$ cat config.mk
export PLATFORM = sky130hd
export DESIGN_NAME = uart_rx_fifo
export DESIGN_NICKNAME = d
export VERILOG_FILES = /design/src/rtl/uart_rx_fifo.sv
export SDC_FILE = /design/constraint.sdc
export NUM_CORES = 1
export LEC_CHECK = 0
export ABC_AREA = 1
export CAP_MARGIN = 20
export CORE_MARGIN = 3
export CORE_UTILIZATION = 50
export DETAILED_ROUTE_END_ITERATION = 7
export DONT_BUFFER_PORTS = 1
export GPL_TIMING_DRIVEN = 0
export HOLD_SLACK_MARGIN = 0.03
export PLACE_DENSITY = 0.74
export REMOVE_ABC_BUFFERS = 1
export SLEW_MARGIN = 20
export SYNTH_ARGS = -nofsm -noshare
export SYNTH_HDL_FRONTEND = slang
export SYNTH_SLANG_ARGS = --single-unit
$ cat constraint.sdc
create_clock -name rx_clk -period 2.35 [get_ports rx_clk]
set_input_delay 0.47 -clock rx_clk [delete_from_list [all_inputs] [get_ports rx_clk]]
set_output_delay 0.47 -clock rx_clk [all_outputs]
set_load 0.05 [all_outputs]
$ cat src/rtl/uart_rx_fifo.sv
// uart_rx_fifo: receive byte FIFO buffering receiver output until the host pops it
module uart_rx_fifo #(
   parameter int DATA_WIDTH = 8,
   parameter int DEPTH      = 16,
   parameter int ADDR_WIDTH = $clog2(DEPTH)
) (
   input  logic                  rx_clk,
   input  logic                  rst_n,
   input  logic [DATA_WIDTH-1:0] datain,
   input  logic                  wr_EN,
   input  logic                  rd_EN,
   output logic [DATA_WIDTH-1:0] dataout,
   output logic                  rd_valid,
   output logic                  empty,
   output logic                  full,
   output logic [ADDR_WIDTH:0]   count,
   output logic                  overflow,
   input  logic                  ovf_clr
);

   logic [DATA_WIDTH-1:0] mem [DEPTH];
   logic [ADDR_WIDTH-1:0] wptr, rptr;
   logic                  rd_acc, wr_acc, drop;

   // A read frees a slot in the same cycle, so a full FIFO can still take a write alongside it
   assign rd_acc = rd_EN && !empty;
   assign wr_acc = wr_EN && (!full || rd_acc);
   assign drop   = wr_EN && full && !rd_acc;
   assign empty  = count == '0;
   assign full   = count == (ADDR_WIDTH+1)'(DEPTH);

   // Storage array is deliberately left unreset
   always_ff @(posedge rx_clk)
      if (wr_acc) mem[wptr] <= datain;

   // Pointers, occupancy, registered read data and sticky overflow
   always_ff @(posedge rx_clk or negedge rst_n)
      if (!rst_n) begin
         wptr     <= '0;
         rptr     <= '0;
         count    <= '0;
         dataout  <= '0;
         rd_valid <= 1'b0;
         overflow <= 1'b0;
      end else begin
         rd_valid <= rd_acc;
         if (wr_acc) wptr <= wptr + 1'b1;
         if (rd_acc) begin
            rptr    <= rptr + 1'b1;
            dataout <= mem[rptr];
         end
         count    <= (wr_acc && !rd_acc) ? count + 1'b1 :
                     (rd_acc && !wr_acc) ? count - 1'b1 : count;
         overflow <= drop ? 1'b1 : ovf_clr ? 1'b0 : overflow;
      end

endmodule
# Yosys cells after proc, flatten, opt, wreduce, memory -nomap -nowiden
# Memories as Yosys holds them, arrays and structs flattened. A register that Yosys moved wholly into a read port is not among the register bits.
# Cells that the tools add are included.
# op_classes
n_mul,0
n_reduce_logical,15
n_mux,6
shift,0
order_cmp,0
n_addsub,4
n_bitwise,0
n_div,0
n_eq_ne,1
# ops
operator,n
$mux 5,2
$add 4x1->4 const B,2
$logic_and 1x1->1,6
$add 5x1->5 const B,1
$eq 5x5->1 const B,1
$logic_not 1->1,5
$logic_not 5->1,1
$sub 5x1->5 const B,1
$mux 1,4
$reduce_bool 2->1,2
$logic_or 1x1->1,1
# totals
output_inout_bits,17
inputBits,13
romBits,0
ff_bits,15
latch_bits,0
n_memories,1
ramBits,128
# memory_table
name,depth,width,rd,rd_ports_with_merged_regs,write_ports,line,rtl
mem,16,8,1,1,1,21,logic [DATA_WIDTH-1:0] mem [DEPTH];

# Depth between registers and ports, before layout
# Gate-level depths: netlist (run 1).
# logic_depth
ltp_word,9
ltp_mapped,15
ltp_nobuf,15

# Worst setup path after synthesis (run 1)
# No wires, ideal clock.
# synth_path
path_kind,register to register
start,register count[1]
end,register count[4]
period_less_slack_ns,2.834
stages_incl_launch_ff,16
path_slack_ns,-0.484
t_required_ns,2.283
arrival_ns,2.767
cell_sequence,dfrtp_1 -> nor2_1 -> nand3_1 -> nor2_2 -> nand2_1 -> nand2_1 -> inv_2 -> ha_1 -> inv_1 -> ha_1 -> a21oi_1 -> nor2_1 -> nor2_1 -> xor2_1 -> nand2_1 -> nand2_1
# synth_lines
item,line,rtl
start: declaration,16,"output logic [ADDR_WIDTH:0] count,"
start signal: assignment,52,count <= (wr_acc && !rd_acc) ? count + 1'b1 :
$eq 5x5->1 (*),30,assign full = count == (ADDR_WIDTH+1)'(DEPTH);
named net full,15,"output logic full,"
$logic_not 1->1 (*),27,assign wr_acc = wr_EN && (!full || rd_acc);
$logic_or 1x1->1 (*),27,
$logic_and 1x1->1 (*),27,
named net wr_acc,23,"logic rd_acc, wr_acc, drop;"
$logic_not 1->1,53,(rd_acc && !wr_acc) ? count - 1'b1 : count;
$logic_and 1x1->1,53,
$reduce_bool 2->1 (no source line),-,
# The timed path passes the listed nets; every way through them passes the cells marked *. The select of a mux whose other input is x is not followed.
# A chain may end at the register's enable or synchronous reset.

# Final worst setup path (run 1)
# Ends and elaborated chain as after synthesis.

==> summary.md, run 1 <==
| Metric | Value |
|---|---|
| Placed Area | 0.00676 mm^2 |
| DR vias | 4489 |
| Synth top area cells | edfxtp_1 57%, nand2_1 12%, dfrtp_1 8.6% |
| WL/cell | 17.3 um |
| Syn avg cell area | 10.1 um^2 |
| Post-synth top cells | 217 x nand2_1, 128 x edfxtp_1, 111 x inv_1 |
| Synth Area in Compound Gates | less than 1% |
| Nets | 690 |
| Final worst path period share | 110% |
| Met3 Usage GRT | under 10% |
| CORE AREA | 0.0129 mm^2 |
| Net Sw Frac | between 30 and 40% |
| IO buf count | 0 |
| Pin count of the biggest net entering global routing | 68 |
| Drt first-iter violations | 515 |
| CP Depth | 15 |
| Internal | about 5900 uW |
| Max Clock Freq | 0.386 GHz |
| Largest family of logic cells by synthesized area | simple AND/OR/NAND/NOR gates |
| Outcome | finished with violations |
| Worst r2r path cells | 15 |
| GR Util All Layers | between 20% and 30% |
| Cts bufs inserted | 17 |
| FF-to-FF Start | count[1] |
| CP endpoint | count[4] |
| Layer carrying the most global-route usage | met2 |
| Post-synth ARST share | 15.2% |
| Clk slew on worst S/H paths | around 60 ps |
| CP Launch Type | flop |
| Met2 GRT Util | 34.2% |
| Endpoints failing setup | 2 |
| Post-synthesis mux area share | 0% |
| Worst setup EP type | flop |
| Cell family with most CP delay | simple AND/OR/NAND/NOR gates |
| Worst hold-check path type | primary input to flop |
| Max-Cap Viols | 0 |
| Violated checks | negative setup slack |
| P_leak | 0.00327 uW |
| I/O Pins | 30 |
| Setup ws final | -239 ps |
| Clk_skew | 7.77 ps |
| Initial antenna violation count | 0 |
| DRT Pass-1 Iters | 5 |
| Critical path class | flop to flop |
| Count leader, synth | nand2_1 |
| Reg power frac | 44.0% |
| H-tree depth | 4 |
| Synth Area in Adders | 1.98% |
| Register area share after synthesis | 66.0% |
| Bufs on Longest Clock Path | 2 |
| Min cycle time layout | around 2600 ps |
| Post-synth top area share | 57.4% |
| Synth Area in XOR/XNOR | under 10% |
| Number of global-route vias before repair | 4424 |
| Sink Count | 151 |
| Num rows | between 40 and 50 |
| Sum of negative setup slack | -326 ps |
| Clock insertion delay at the later pin of the skew report | between 400 and 500 ps |
| Fraction of layout cells with a size suffix above 1 | 11.6% |
| Synth Register Bits | 151 |
| CTS root buf | clkbuf_16 |
| Simple-Gate Fraction of Synth Area | 21.2% |
| Final Cell Area | 0.00761 mm^2 |
| Critical path fanouts, max | 5 |
| Clock power share | 28.4% |
| Die height | 122 um |
| Arrival @ worst endpoint | between 2000 and 3000 ps |
| Critical path origin | count[1] |
| Syn Std Cell Area | 0.00670 mm^2 |
| Synth-to-Final Area Change | 13.7% |
| Initial Util | 52.0% |
| M1 GR Usage | 25.9% |
| Gr ovfl total | 0 |
| Area leader, netlist | edfxtp_1 |
| Req. time, crit path | 2710 ps |
| RD Place Congestion | 0.876 |
| Worst-path cell chain | nor2_4 -> nand3_2 -> nor2_4 -> nand2_2 -> nand2_4 -> inv_6 -> ha_4 -> inv_6 -> ha_4 -> a21oi_2 -> nor2_1 -> nor2_1 -> xor2_1 -> nand2_1 -> nand2_1 |
| Synth Instances | 666 |
| Drt total wl | 14700 um |
| Final hold viol count | 0 |
| Post-DP HPWL | 8550 um |
| RSZ-0062 raised after global routing | yes |
| TritonCTS clock tree | done |
| PD cells | 1270 mW/mm^2 |
| Chip width | roughly 120 um |
| Gate power share | 27.6% |
| Worst path slowest cell | dfrtp_4 |
| FF-to-FF setup slack | -240 ps |
| VDD IR-drop max | 0.000866 V |
| Die area | 0.0148 mm^2 |
| DRC | 0 |
| Post-DR vias/cell | around 5.3 |
| RR Endpoint | count[4] |
| CP Buf/Inv Count | 2 |
| Number of synthesized flops with an enable pin | ~130 |
| First-pass GRT wire length | 23000 um |
| Ys flop type | edfxtp_1 |
| DRT antenna net count | 0 |
| Switch Pwr | 3800 uW |
| YS warnings | 0 |
| N_diodes | 0 |
| Distinct cell type count after synthesis | 24 |
| Pin slew with the least headroom to its limit | approximately 710 ps |
| Worst rel slew slack | around 53% |
| Max Transition Viols Final | 0 |
| CP peak stage delay | 580 ps |
[placed cells by master (no fill, tap or decap), drive strengths merged, types with 2 or more instances in the layout]
cell      netlist  layout
a21oi           2       2
clkinv          2       7
edfxtp        128     128
dfrtp          23      23
inv           114     114
ha              9       9
clkbuf          1      20
o21ai           8       8
buf            26       8
xor2            7       7
bufinv          0       3
nand2         218     218
clkinvlp        0       4
nand3         101     101
nor2           22      22
[final cells by class]
class,instances,area [um^2]
inverters,116,454
clock buffers,20,447
well taps,172,215
flip-flops and latches,151,4430
clock inverters,12,154
multi-input cells,372,1810
fillers,1016,5260
repair buffers,9,95.1
[power groups by stage]
stage / clock network [uW] / logic, uW / registers (uW)
2_1_floorplan: 0 / 1750 / 4120
3_3_place_gp: 0 / 2250 / 4310
3_5_place_dp: 0 / 2320 / 4350
4_1_cts: 2780 / 2450 / 4320
5_1_grt: 2910 / 3020 / 4330
6_report: 2760 / 2680 / 4260
[worst register-to-register path, stage by stage, from the launching register on]
cell and delay (ps):
dfrtp_4 580, nor2_4 170, nand3_2 90, nor2_4 320, nand2_2 120, nand2_4 100, inv_6 40, ha_4 170
inv_6 70, ha_4 210, a21oi_2 130, nor2_1 60, nor2_1 130, xor2_1 170, nand2_1 80, nand2_1 80
[logic make-up after synthesis]
logic type	after synthesis
AND/OR/NAND/NOR	342
adder cells (fa/ha/maj)	10
buffers and inverters	143
flip-flops	151
XOR/XNOR	8
AO/OA/AOI/OAI	12
[per-layer routing]
layer  share of wire [%]  vias to the layer above
li1                    -                     2128
met1                  39                     2177
met2                  50                      151
met3                 7.7                       33
met4                 2.7                        0
met5                   0                        -
[registers in the layout, indices dropped and copies added, names as in the netlist]
register  count
mem         128
dataout       8
count         5
rptr          4
wptr          4
overflow      1
rd_valid      1
[how the worst min path moves through the flow]
| stage | from | endpoint | slack, ps | cells past startpoint |
|---|---|---|---|---|
| 3_5_place_dp | rst_n | count[3] | 180 | 0 |
| 3_3_place_gp | rst_n | count[1] | 180 | 0 |
| 2_1_floorplan | rst_n | count[0] | 170 | 0 |
| 5_1_grt | datain[1] | mem[11][1] | 110 | 0 |
| 6_report | datain[1] | mem[11][1] | 140 | 0 |
| 4_1_cts | datain[5] | mem[13][5] | 120 | 0 |
[per-stage QoR]
stage          total power, uW  hold slack (ps)  setup slack (ps)  utilization [%]  std cells
6_report                  9700              135              -239             59.1        852
4_1_cts                   9550              121              -180             58.3        849
3_3_place_gp              6560              175             -1640             52.5        811
5_1_grt                  10300              111              -361             59.1        852
3_5_place_dp              6670              175              -819             52.5        811
2_1_floorplan             5860              174              -484                -        639
[timing repair]
action / 4_1_cts / 5_1_grt
hold buffers: 2 / 0
hold endpoints to repair: 23 / 0
buffers inserted: 4 / 3
pin swaps: 7 / 12
gates resized for setup: 28 / 24
setup endpoints to repair: 142 / 92
No activity file was read; power rests on OpenSTA's default activity.
==> inputs of run 2 (changes only) <==
- SETUP_SLACK_MARGIN: unset -> 0.02
==> summary.md, run 2 (synthesis results as in run 1) <==
| Metric | Value |
|---|---|
| Outcome | finished with violations (unchanged) |
| Violated checks | negative setup slack (unchanged) |
| Endpoints failing setup | 2 (unchanged) |
| Max Transition Viols Final | 0 (unchanged) |
| First-pass GRT wire length | 23000 um (about the same) |
| P_leak | 0.00327 uW (about the same) |
| N_diodes | 0 (unchanged) |
| Bufs on Longest Clock Path | 2 (unchanged) |
| Die area | 0.0148 mm^2 (unchanged) |
| Most frequent cells in the layout | 211 x nand2_1, 128 x edfxtp_1, 110 x inv_1 (was 213 x nand2_1, 128 x edfxtp_1, 110 x inv_1) |
| GR Util All Layers | 21.2% (about the same) |
| FF-to-FF Start | count[1] (unchanged) |
| I/O Pins | 30 (unchanged) |
| WL/cell | 17.3 um (about the same) |
| Clk slew on worst S/H paths | 60 ps (about the same) |
| FF-to-FF setup slack | -230 ps (was -240 ps) |
| Fillers | 1007 (was 1016) |
| Worst hold-check path type | primary input to flop (unchanged) |
| Die height | 122 um (unchanged) |
| Switch Pwr | 3820 uW (was 3800 uW) |
| Arrival @ worst endpoint | 2940 ps (was 2950 ps) |
| Req. time, crit path | 2710 ps (about the same) |
| Gate power share | 27.8% (was 27.6%) |
| Commonest non-fill, non-tap cell in the layout | nand2_1 (unchanged) |
| Num rows | 41 (unchanged) |
| Worst setup EP type | flop (unchanged) |
| Cts bufs inserted | 17 (unchanged) |
| Hold Crit Start | datain[0] (was datain[1]) |
| CP Launch Type | flop (unchanged) |
| Gr ovfl total | 0 (unchanged) |
| DRT Pass-1 Iters | 7 (was 5) |
| H-tree depth | 4 (unchanged) |
| Net Sw Frac | 39.3% (was 39.2%) |
| Sum of negative setup slack | -313 ps (was -326 ps) |
| Post-DP HPWL | 8550 um (unchanged) |
| RD Place Congestion | 0.876 (unchanged) |
| Nets | 690 (unchanged) |
| Clk_skew | 7.69 ps (was 7.77 ps) |
| Max Clock Freq | 0.388 GHz (was 0.386 GHz) |
| TritonCTS clock tree | done (unchanged) |
| Synth-to-Final Area Change | 14.1% (was 13.7%) |
| Initial antenna violation count | 0 (unchanged) |
| CP peak stage delay | 580 ps (about the same) |
| IO buf count | 0 (unchanged) |
| PD cells | 1270 mW/mm^2 (about the same) |
| Number of global-route vias before repair | 4422 (was 4424) |
| RR Endpoint | count[4] (unchanged) |
| Pin slew with the least headroom to its limit | 698 ps (was 708 ps) |
| Post-DR vias/cell | 5.31 (was 5.27) |
| Worst Hold Depth | 0 (unchanged) |
| Top reg by flops | mem (unchanged) |
| Largest regs | mem x128, dataout x8, count x5 (unchanged) |
| Largest register FFs | 128 (unchanged) |
| CORE AREA | 0.0129 mm^2 (unchanged) |
| CTS root buf | clkbuf_16 (unchanged) |
| VDD IR-drop max | 0.000869 V (was 0.000866 V) |
| Final worst path period share | 110% (about the same) |
| Max-Cap Viols | 0 (unchanged) |
| Register area | 0.00443 mm^2 (unchanged) |
| Clock power share | 28.3% (was 28.4%) |
| RSZ-0062 raised after global routing | yes (unchanged) |
| Final hold viol count | 0 (unchanged) |
| DR vias | 4523 (was 4489) |
| Worst-path cell chain | nor2_4 -> nand3_2 -> nor2_4 -> nand2_2 -> nand2_4 -> inv_6 -> ha_4 -> inv_6 -> ha_4 -> a21oi_2 -> nor2_1 -> nor2_1 -> xor2_1 -> nand2_1 -> nand2_1 (unchanged) |
| Clock insertion delay at the later pin of the skew report | 430 ps (about the same) |
| Initial Util | 52.0% (unchanged) |
| Fraction of layout cells with a size suffix above 1 | 11.9% (was 11.6%) |
| Drt first-iter violations | 488 (was 515) |
| CP Buf/Inv Count | 2 (unchanged) |
| Critical path origin | count[1] (unchanged) |
| Cell family with most CP delay | simple AND/OR/NAND/NOR gates (unchanged) |
| WHS Endpoint | mem[1][0] (was mem[11][1]) |
| Pin count of the biggest net entering global routing | 68 (unchanged) |
| Multi-input logic area | 0.00184 mm^2 (was 0.00181 mm^2) |
| Critical path fanouts, max | 5 (unchanged) |
| Worst r2r path cells | 15 (unchanged) |
| Sink Count | 151 (unchanged) |
| DRC | 0 (unchanged) |
| Worst rel slew slack | 53.5% (was 52.8%) |
| Worst path slowest cell | dfrtp_4 (unchanged) |
| Chip width | 122 um (unchanged) |
| Internal | 5900 uW (was 5890 uW) |
| Min cycle time layout | 2580 ps (was 2590 ps) |
| Setup ws final | -228 ps (was -239 ps) |
| DP Worst Slack | -819 ps (unchanged) |
| DRT antenna net count | 0 (unchanged) |
| Drt total wl | 14700 um (about the same) |
| Critical path class | flop to flop (unchanged) |
| Reg power frac | 43.8% (was 44.0%) |
[run 2: cell count changes in the layout (fill, tap and decap cells not counted)]
cell and change:
nand2_1 -2, nand2_2 +2, nor2_4 +4, nor2_2 -4
[run 2: what timing repair did]
item,in CTS,in global routing
pin swaps,7,12
setup endpoints to repair,142,108
hold buffers,2,0
resized for setup,34,24
endpoints found under the hold margin,23,0
buffers inserted,4,3
[run 2: layer usage]
| metal | track usage (%) | share of wire [%] |
|---|---|---|
| met1 | 26.0 | 39 |
| met3 | 7.10 | 7.6 |
| met5 | 0 | 0 |
| met4 | 9.31 | 3.0 |
| met2 | 34.3 | 50 |
[run 2: how the worst max path moves through the flow]
stage	cells past startpoint	slack [ps]	endpoint
floorplan	15	-480	count[4]
global placement	9	-1640	dataout[7]
detailed placement	15	-820	count[4]
CTS	15	-180	count[4]
global route	15	-360	count[4]
finish	15	-230	count[4]
[run 2: area by class of cell]
type	instances	share of cell area, %
Sequential cell	151	58.1
Multi-Input combinational cell	372	24.1
Inverter	116	5.95
Clock buffer	20	5.85
Tap cell	172	2.82
Clock inverter	12	2.01
Timing Repair Buffer	9	1.24
[run 2: worst reg2reg max path, stage by stage, from the launching register on]
cell and delay, ps:
dfrtp_4 580, nor2_4 160, nand3_2 90, nor2_4 320
nand2_2 120, nand2_4 100, inv_6 40, ha_4 170
inv_6 70, ha_4 210, a21oi_2 120, nor2_1 60
nor2_1 130, xor2_1 170, nand2_1 80, nand2_1 80
[run 2: power groups by stage]
stage	Sequential [uW]	Combinational (uW)	Clock [uW]
floorplan	4120	1750	0
global placement	4310	2250	0
detailed placement	4350	2320	0
CTS	4320	2470	2780
global route	4320	3050	2910
finish	4260	2710	2760
[run 2: stage by stage]
stage	hold slack, ps	power, uW	utilization [%]	std cells	area (um^2)
3_5_place_dp	175	6670	52.5	811	6760
4_1_cts	121	9560	58.4	849	7520
6_report	136	9730	59.3	852	7640
5_1_grt	114	10300	59.3	852	7640
3_3_place_gp	175	6560	52.5	811	6750
2_1_floorplan	174	5860	-	639	6540
==> inputs of run 3 (changes only) <==
- CAP_MARGIN: 20 -> unset
==> results of run 3 <==
Final layout, timing and power as in run 2 (identical DEF).
